File: src/rtl/multiword_add_seq_if.sv
// Operand/result handshake bundle for multiword_add_seq.
// Defining MWADD_SUB_EN adds the op_sub request bit.
interface multiword_add_seq_if #(
    parameter int WIDTH  = 4,
    parameter int NWORDS = 4
);
    localparam int TW = WIDTH * NWORDS;

    logic          in_valid;
    logic          in_ready;
    logic [TW-1:0] op_a;
    logic [TW-1:0] op_b;
    logic          cin;
`ifdef MWADD_SUB_EN
    logic          op_sub;
`endif
    logic          out_valid;
    logic          out_ready;
    logic [TW-1:0] sum;
    logic          cout;
    logic          busy;

    modport master (
`ifdef MWADD_SUB_EN
        output op_sub,
`endif
        output in_valid, op_a, op_b, cin, out_ready,
        input  in_ready, out_valid, sum, cout, busy
    );

    modport slave (
`ifdef MWADD_SUB_EN
        input  op_sub,
`endif
        input  in_valid, op_a, op_b, cin, out_ready,
        output in_ready, out_valid, sum, cout, busy
    );
endinterface

File: src/rtl/multiword_add_seq.sv
// Wide adder that reuses one WIDTH-bit ripple-carry adder, one word per cycle, LSW first.
// Defining MWADD_SUB_EN enables op_a - op_b via op_sub (cout=1 means no borrow).
module ripple_carry_adder #(
    parameter int WIDTH = 4
) (
    input  logic [WIDTH-1:0] i_a,
    input  logic [WIDTH-1:0] i_b,
    input  logic             i_cin,
    output logic [WIDTH-1:0] o_sum,
    output logic             o_cout
);
    logic [WIDTH:0] w_c;

    assign w_c[0] = i_cin;

    generate
        for (genvar gi = 0; gi < WIDTH; gi++) begin : g_fa
            assign o_sum[gi]  = i_a[gi] ^ i_b[gi] ^ w_c[gi];
            assign w_c[gi+1]  = (i_a[gi] & i_b[gi]) | (w_c[gi] & (i_a[gi] ^ i_b[gi]));
        end
    endgenerate

    assign o_cout = w_c[WIDTH];
endmodule

module multiword_add_seq #(
    parameter int WIDTH  = 4,
    parameter int NWORDS = 4
) (
    input  logic                clk,
    input  logic                rst_n,
    multiword_add_seq_if.slave  bus
);
    localparam int TW = WIDTH * NWORDS;
    localparam int IW = (NWORDS > 1) ? $clog2(NWORDS) : 1;
    localparam logic [IW-1:0] LAST_IDX = IW'(NWORDS - 1);

    localparam logic [1:0] S_IDLE = 2'd0;
    localparam logic [1:0] S_RUN  = 2'd1;
    localparam logic [1:0] S_DONE = 2'd2;

    logic [1:0]                   r_state;
    logic [IW-1:0]                r_idx;
    logic                         r_carry;
    logic [TW-1:0]                r_op_a;
    logic [TW-1:0]                r_op_b;
    logic                         r_cout;
    logic [NWORDS-1:0][WIDTH-1:0] r_sum_words;
`ifdef MWADD_SUB_EN
    logic                         r_op_sub;
`endif

    logic [WIDTH-1:0] w_a_word;
    logic [WIDTH-1:0] w_b_raw;
    logic [WIDTH-1:0] w_b_word;
    logic [WIDTH-1:0] w_sum;
    logic             w_cout;
    logic             w_init_carry;

    assign w_a_word = r_op_a[32'(r_idx) * WIDTH +: WIDTH];
    assign w_b_raw  = r_op_b[32'(r_idx) * WIDTH +: WIDTH];

`ifdef MWADD_SUB_EN
    // Subtraction is a + ~b + 1; the forced initial carry supplies the +1.
    assign w_b_word     = r_op_sub ? ~w_b_raw : w_b_raw;
    assign w_init_carry = bus.op_sub ? 1'b1 : bus.cin;
`else
    assign w_b_word     = w_b_raw;
    assign w_init_carry = bus.cin;
`endif

    ripple_carry_adder #(.WIDTH(WIDTH)) u_rca (
        .i_a    (w_a_word),
        .i_b    (w_b_word),
        .i_cin  (r_carry),
        .o_sum  (w_sum),
        .o_cout (w_cout)
    );

    always_ff @(posedge clk) begin
        if (!rst_n) begin
            r_state <= S_IDLE;
            r_idx   <= '0;
            r_carry <= 1'b0;
            r_cout  <= 1'b0;
            r_op_a  <= '0;
            r_op_b  <= '0;
`ifdef MWADD_SUB_EN
            r_op_sub <= 1'b0;
`endif
        end else begin
            case (r_state)
                S_IDLE: begin
                    if (bus.in_valid) begin
                        r_op_a  <= bus.op_a;
                        r_op_b  <= bus.op_b;
`ifdef MWADD_SUB_EN
                        r_op_sub <= bus.op_sub;
`endif
                        r_idx   <= '0;
                        r_carry <= w_init_carry;
                        r_state <= S_RUN;
                    end
                end
                S_RUN: begin
                    r_carry <= w_cout;
                    // idx stays parked at the last word so it never wraps.
                    if (r_idx == LAST_IDX) begin
                        r_cout  <= w_cout;
                        r_state <= S_DONE;
                    end else begin
                        r_idx <= r_idx + 1'b1;
                    end
                end
                S_DONE: begin
                    if (bus.out_ready) begin
                        r_state <= S_IDLE;
                    end
                end
                default: r_state <= S_IDLE;
            endcase
        end
    end

    always_ff @(posedge clk) begin
        if (!rst_n) begin
            r_sum_words <= '0;
        end else if (r_state == S_RUN) begin
            for (int w = 0; w < NWORDS; w++) begin
                if (r_idx == IW'(w)) begin
                    r_sum_words[w] <= w_sum;
                end
            end
        end
    end

    assign bus.in_ready  = rst_n && (r_state == S_IDLE);
    assign bus.out_valid = (r_state == S_DONE);
    assign bus.busy      = (r_state == S_RUN) || (r_state == S_DONE);
    assign bus.sum       = r_sum_words;
    assign bus.cout      = r_cout;
endmodule

File: src/flat_wrapper.sv
// flat-port wrapper written by rule: the top's interface ports become plain ports
module multiword_add_seq_flat 
#(
    parameter int WIDTH  = 4,
    parameter int NWORDS = 4
)
  (clk, rst_n, bus_in_valid, bus_op_a, bus_op_b, bus_cin, bus_out_ready, bus_in_ready, bus_out_valid, bus_sum, bus_cout, bus_busy);
  multiword_add_seq_if #(.WIDTH(WIDTH), .NWORDS(NWORDS)) bus_i ();
  input  logic clk;
  input  logic rst_n;
  input wire logic [$bits(bus_i.in_valid)-1:0] bus_in_valid;
  input wire logic [$bits(bus_i.op_a)-1:0] bus_op_a;
  input wire logic [$bits(bus_i.op_b)-1:0] bus_op_b;
  input wire logic [$bits(bus_i.cin)-1:0] bus_cin;
  input wire logic [$bits(bus_i.out_ready)-1:0] bus_out_ready;
  output wire logic [$bits(bus_i.in_ready)-1:0] bus_in_ready;
  output wire logic [$bits(bus_i.out_valid)-1:0] bus_out_valid;
  output wire logic [$bits(bus_i.sum)-1:0] bus_sum;
  output wire logic [$bits(bus_i.cout)-1:0] bus_cout;
  output wire logic [$bits(bus_i.busy)-1:0] bus_busy;
  assign bus_i.in_valid = bus_in_valid;
  assign bus_i.op_a = bus_op_a;
  assign bus_i.op_b = bus_op_b;
  assign bus_i.cin = bus_cin;
  assign bus_i.out_ready = bus_out_ready;
  assign bus_in_ready = bus_i.in_ready;
  assign bus_out_valid = bus_i.out_valid;
  assign bus_sum = bus_i.sum;
  assign bus_cout = bus_i.cout;
  assign bus_busy = bus_i.busy;
  multiword_add_seq #(.WIDTH(WIDTH), .NWORDS(NWORDS)) u_core (.clk(clk), .rst_n(rst_n), .bus(bus_i));
endmodule
File: config.mk
export PLATFORM = sky130hd
export DESIGN_NAME = multiword_add_seq_flat
export DESIGN_NICKNAME = d
export VERILOG_FILES = /design/src/rtl/multiword_add_seq_if.sv /design/src/rtl/multiword_add_seq.sv /design/src/flat_wrapper.sv
export SDC_FILE = /design/constraint.sdc
export NUM_CORES = 1
export LEC_CHECK = 0
export ABC_AREA = 1
export CAP_MARGIN = 20
export CORE_AREA = 2 2 80 82
export CTS_CLUSTER_SIZE = 25
export DETAILED_ROUTE_END_ITERATION = 16
export DIE_AREA = 0 0 82 84
export GPL_ROUTABILITY_DRIVEN = 0
export PLACE_DENSITY = 0.72
export SYNTH_ARGS = -nofsm -noshare
export SYNTH_HDL_FRONTEND = slang
export SYNTH_SLANG_ARGS = --single-unit
File: constraint.sdc
create_clock -name clk -period 3.3 [get_ports clk]
set_clock_uncertainty 0.15 [all_clocks]
set_input_delay 0.495 -clock clk [delete_from_list [all_inputs] [get_ports clk]]
set_output_delay 0.495 -clock clk [all_outputs]
set_load 0.005 [all_outputs]
==> results of run 1 <==
report_power, final:
part	internal [uW]	total (uW)	leakage [uW]	switching (uW)
sequential	729	773	0.000445	44.3
combinational	214	491	0.000770	277
clock	226	430	0.0000514	204
total	1170	1690	0.00127	525
through the flow:
step	util	hold slack, ns	setup slack, ns
finish	0.501	0.322	0.395
floorplan	-	0.274	0.601
global placement	0.483	0.297	0.593
global route	0.501	0.350	0.160
CTS	0.501	0.331	0.423
detailed placement	0.483	0.317	0.448
per-layer routing:
metal / GRT usage / vias up
li1: - / 1114
met1: 0.201 / 895
met2: 0.259 / 45
met3: 0.0368 / 2
met4: 0.0318 / 0
met5: 0 / -
worst min path at each step:
stage	endpoint	from	slack, ns
floorplan	u_core.r_op_a[1]$_SDFFE_PN0P_	u_core.r_op_a[1]$_SDFFE_PN0P_	0.27
global placement	u_core.r_op_a[3]$_SDFFE_PN0P_	u_core.r_op_a[3]$_SDFFE_PN0P_	0.30
detailed placement	u_core.r_op_a[3]$_SDFFE_PN0P_	u_core.r_op_a[3]$_SDFFE_PN0P_	0.32
CTS	u_core.r_op_a[3]$_SDFFE_PN0P_	u_core.r_op_a[3]$_SDFFE_PN0P_	0.33
global route	u_core.r_op_a[1]$_SDFFE_PN0P_	u_core.r_op_a[1]$_SDFFE_PN0P_	0.35
finish	u_core.r_op_a[3]$_SDFFE_PN0P_	u_core.r_op_a[3]$_SDFFE_PN0P_	0.32
state kept, by name, indices dropped and copies added (netlist names):
name / count
u_core.bus.sum: 16
u_core.r_state: 2
u_core.r_op_b: 16
u_core.r_op_a: 16
u_core.bus.cout: 1
u_core.r_carry: 1
u_core.r_idx: 2
Yosys cell counts (all sizes together):
| library cell | number | area share |
|---|---|---|
| inv | 25 | 0.042 |
| nor2 | 94 | 0.15 |
| nand2 | 26 | 0.045 |
| buf | 8 | 0.023 |
| nand3 | 3 | 0.0064 |
| clkbuf | 6 | 0.011 |
| fa | 4 | 0.034 |
| dfxtp | 54 | 0.46 |
| a211oi | 1 | 0.0032 |
| a21oi | 19 | 0.040 |
| o22ai | 4 | 0.011 |
| o21ai | 65 | 0.14 |
| ha | 7 | 0.037 |
layout by cell type, fill, tap and decap left out:
| master | count |
|---|---|
| clkinvlp_4 | 1 |
| ha_1 | 7 |
| buf_4 | 2 |
| a211oi_1 | 1 |
| bufinv_16 | 1 |
| a21oi_1 | 19 |
| o22ai_1 | 4 |
| o21ai_0 | 65 |
| nand2_4 | 1 |
| nand3_1 | 3 |
| inv_6 | 1 |
| clkdlybuf4s50_1 | 56 |
| fa_1 | 4 |
| dfxtp_1 | 54 |
| nor2_1 | 94 |
| clkbuf_1 | 1 |
| nand2_1 | 25 |
| inv_1 | 22 |
| clkbuf_8 | 5 |
| inv_2 | 2 |
cell families (layout without fill, tap and decap cells):
family,after synthesis,in the layout
compound gates,89,89
fa+ha+maj,11,11
buf+inv,39,91
flops,54,54
simple gates,123,123
worst min-delay path: stages, from the launching register on:
cell     delay [ns]
dfxtp_1        0.31
inv_1          0.07
a21oi_1        0.06
cell type report:
cell class | instances | area, sq um
fillers | 607 | 3040
multi-input cells | 223 | 1090
flip-flops and latches | 54 | 1080
repair buffers | 58 | 576
inverters | 25 | 98.8
well taps | 77 | 96.3
clock buffers | 6 | 72.6
clock inverters | 2 | 37.5
==> metrics.md, run 1 <==
| Metric | Value |
|---|---|
| Endpoints failing hold | `0` |
| Tot GR Track Use | `0.155` |
| Post-synthesis simple-gate area fraction | `0.201` |
| WL per Instance | `11.5 microns` |
| First-pass GRT wire length | `8510 microns` |
| Synth Area in Adders | `0.0712` |
| HPWL after DPL | `3840 microns` |
| Post-layout net count | `415` |
| Post-synthesis cell type count | `19` |
| Critical path peak fanout | `16` |
| Status | `finished, final reports clean` |
| Worst-path clk slew | `0.09 ns` |
| Worst r2r src | `u_core.r_idx[0]$_SDFFE_PN0P_` |
| Finished Layout Cells | `445` |
| Cells after Synth | `316` |
| P&R area growth vs syn | `29.8%` |
| FP Rows | `29` |
| Post-route ant nets | `0` |
| Tot Pwr | `1690 uW` |
| Dpl cells | `437` |
| Root Driver | `clkbuf_8` |
| WL final | `5120 microns` |
| Initial antenna violation count | `0` |
| Period utilisation layout | `0.880` |
| H-tree levels | `2` |
| Mux share of post-synthesis cell area | `0` |
| Setup_tns | `0 ns` |
| Post-Syn Area | `2350 sq um` |
| Area after DPL | `2950 sq um` |
| Main combinational cell family by area after synthesis | `simple AND/OR/NAND/NOR gates` |
| Vias per inst | `4.62` |
| Power density over cell area | `554 nW/um^2` |
| Worst-margin pin slew | `0.439 ns` |
| Slowest stage cell on the critical path | `fa_1` |
| WS Path Type | `flip-flop to flip-flop` |
| Hold Path Class | `flip-flop to flip-flop` |
| R2R Setup Slk | `0.39 ns` |
| Peak VDD IR | `0.000204 V` |
| Synth Register Bits | `54` |
| Metal2 WL | `2410 microns` |
| # DRC | `0` |
| Leak Pwr | `0.00127 uW` |
| YS warnings | `0` |
| DIE WIDTH | `82 microns` |
| Die Height | `84 microns` |
| Hold Crit Depth | `2` |
| Hold Buf Count CTS | `0` |
| IO Pins | `57` |
| Syn_area_per_cell | `7.45 sq um` |
| Largest net degree at the start of global routing | `53` |
| Worst setup endpoint | `u_core.r_carry$_SDFFE_PN0P_` |
| Met1 Wirelength | `2470 microns` |
| Path depth of the worst reg2reg path | `13` |
| Data required, critical path | `3.39 ns` |
| Iter 0 DRT Violations | `102` |
| Crit path launch type | `flip-flop` |
| Largest delay share family, worst path | `adder cells` |
| Top Layer Used | `met4` |
| Slowest cell delay on critical path | `0.40 ns` |
| MaxCap Viol Count | `0` |
| Finish-stage setup viols | `0` |
| Port Buffer Count | `56` |
| Final Instance Area | `3060 sq um` |
| Drt first pass iters | `4` |
| Peak Freq | `344 MHz` |
| Critical-path cell list | `inv_1 -> o21ai_0 -> o22ai_1 -> fa_1 -> inv_1 -> fa_1 -> inv_1 -> fa_1 -> inv_1 -> fa_1 -> o21ai_0 -> nand2_1 -> a21oi_1` |
| Clk sinks | `54` |
| Die area | `6890 sq um` |
| Diode count | `0` |
| CTS Buf Count | `5` |
| Synth Area in XOR/XNOR | `0` |
| Worst flop-to-flop path endpoint | `u_core.r_carry$_SDFFE_PN0P_` |
| Layout cells sized above 1 | `0.0353` |
| Met3 Wirelength | `221 microns` |
| Normalized max-slew margin | `0.707` |
| Buf/Inv on CP | `4` |
| CTS tree | `done` |
| Critical path depth | `13` |
| Cts repair resizes | `0` |
| Synth Area in Compound Gates | `0.192` |
| Core ar. | `6100 sq um` |
| RSZ-0062 raised after global routing | `no` |
| Min cycle time layout | `2.91 ns` |
| Vias in the first global route | `1991` |
| CP endpoint kind | `flip-flop` |
| Sequential area share after synthesis | `0.459` |
| Setup Buffers After CTS | `0` |
| Max clock buf depth | `2` |
| Crit path launch | `u_core.r_idx[0]$_SDFFE_PN0P_` |
| Syn Nets | `364` |
| Crit path arrival time | `2.99 ns` |
| Starting density of the core | `0.386` |
| Routed vias | `2056` |
| Clock Latency Late Sink | `0.30 ns` |
| Total congestion overflow | `0` |
| Pins Over Slew Limit | `0` |
(Power assumes the default switching activity.)
==> inputs of run 2 (changes only) <==
--- a/config.mk
+++ b/config.mk
@@ -6,6 +6,7 @@
 export NUM_CORES = 1
 export LEC_CHECK = 0
 export ABC_AREA = 1
+export ABC_CLOCK_PERIOD_IN_PS = 3300
 export CAP_MARGIN = 20
 export CORE_AREA = 2 2 80 82
 export CTS_CLUSTER_SIZE = 25
==> results of run 2 <==
Final layout, timing and power as in run 1 (identical DEF).
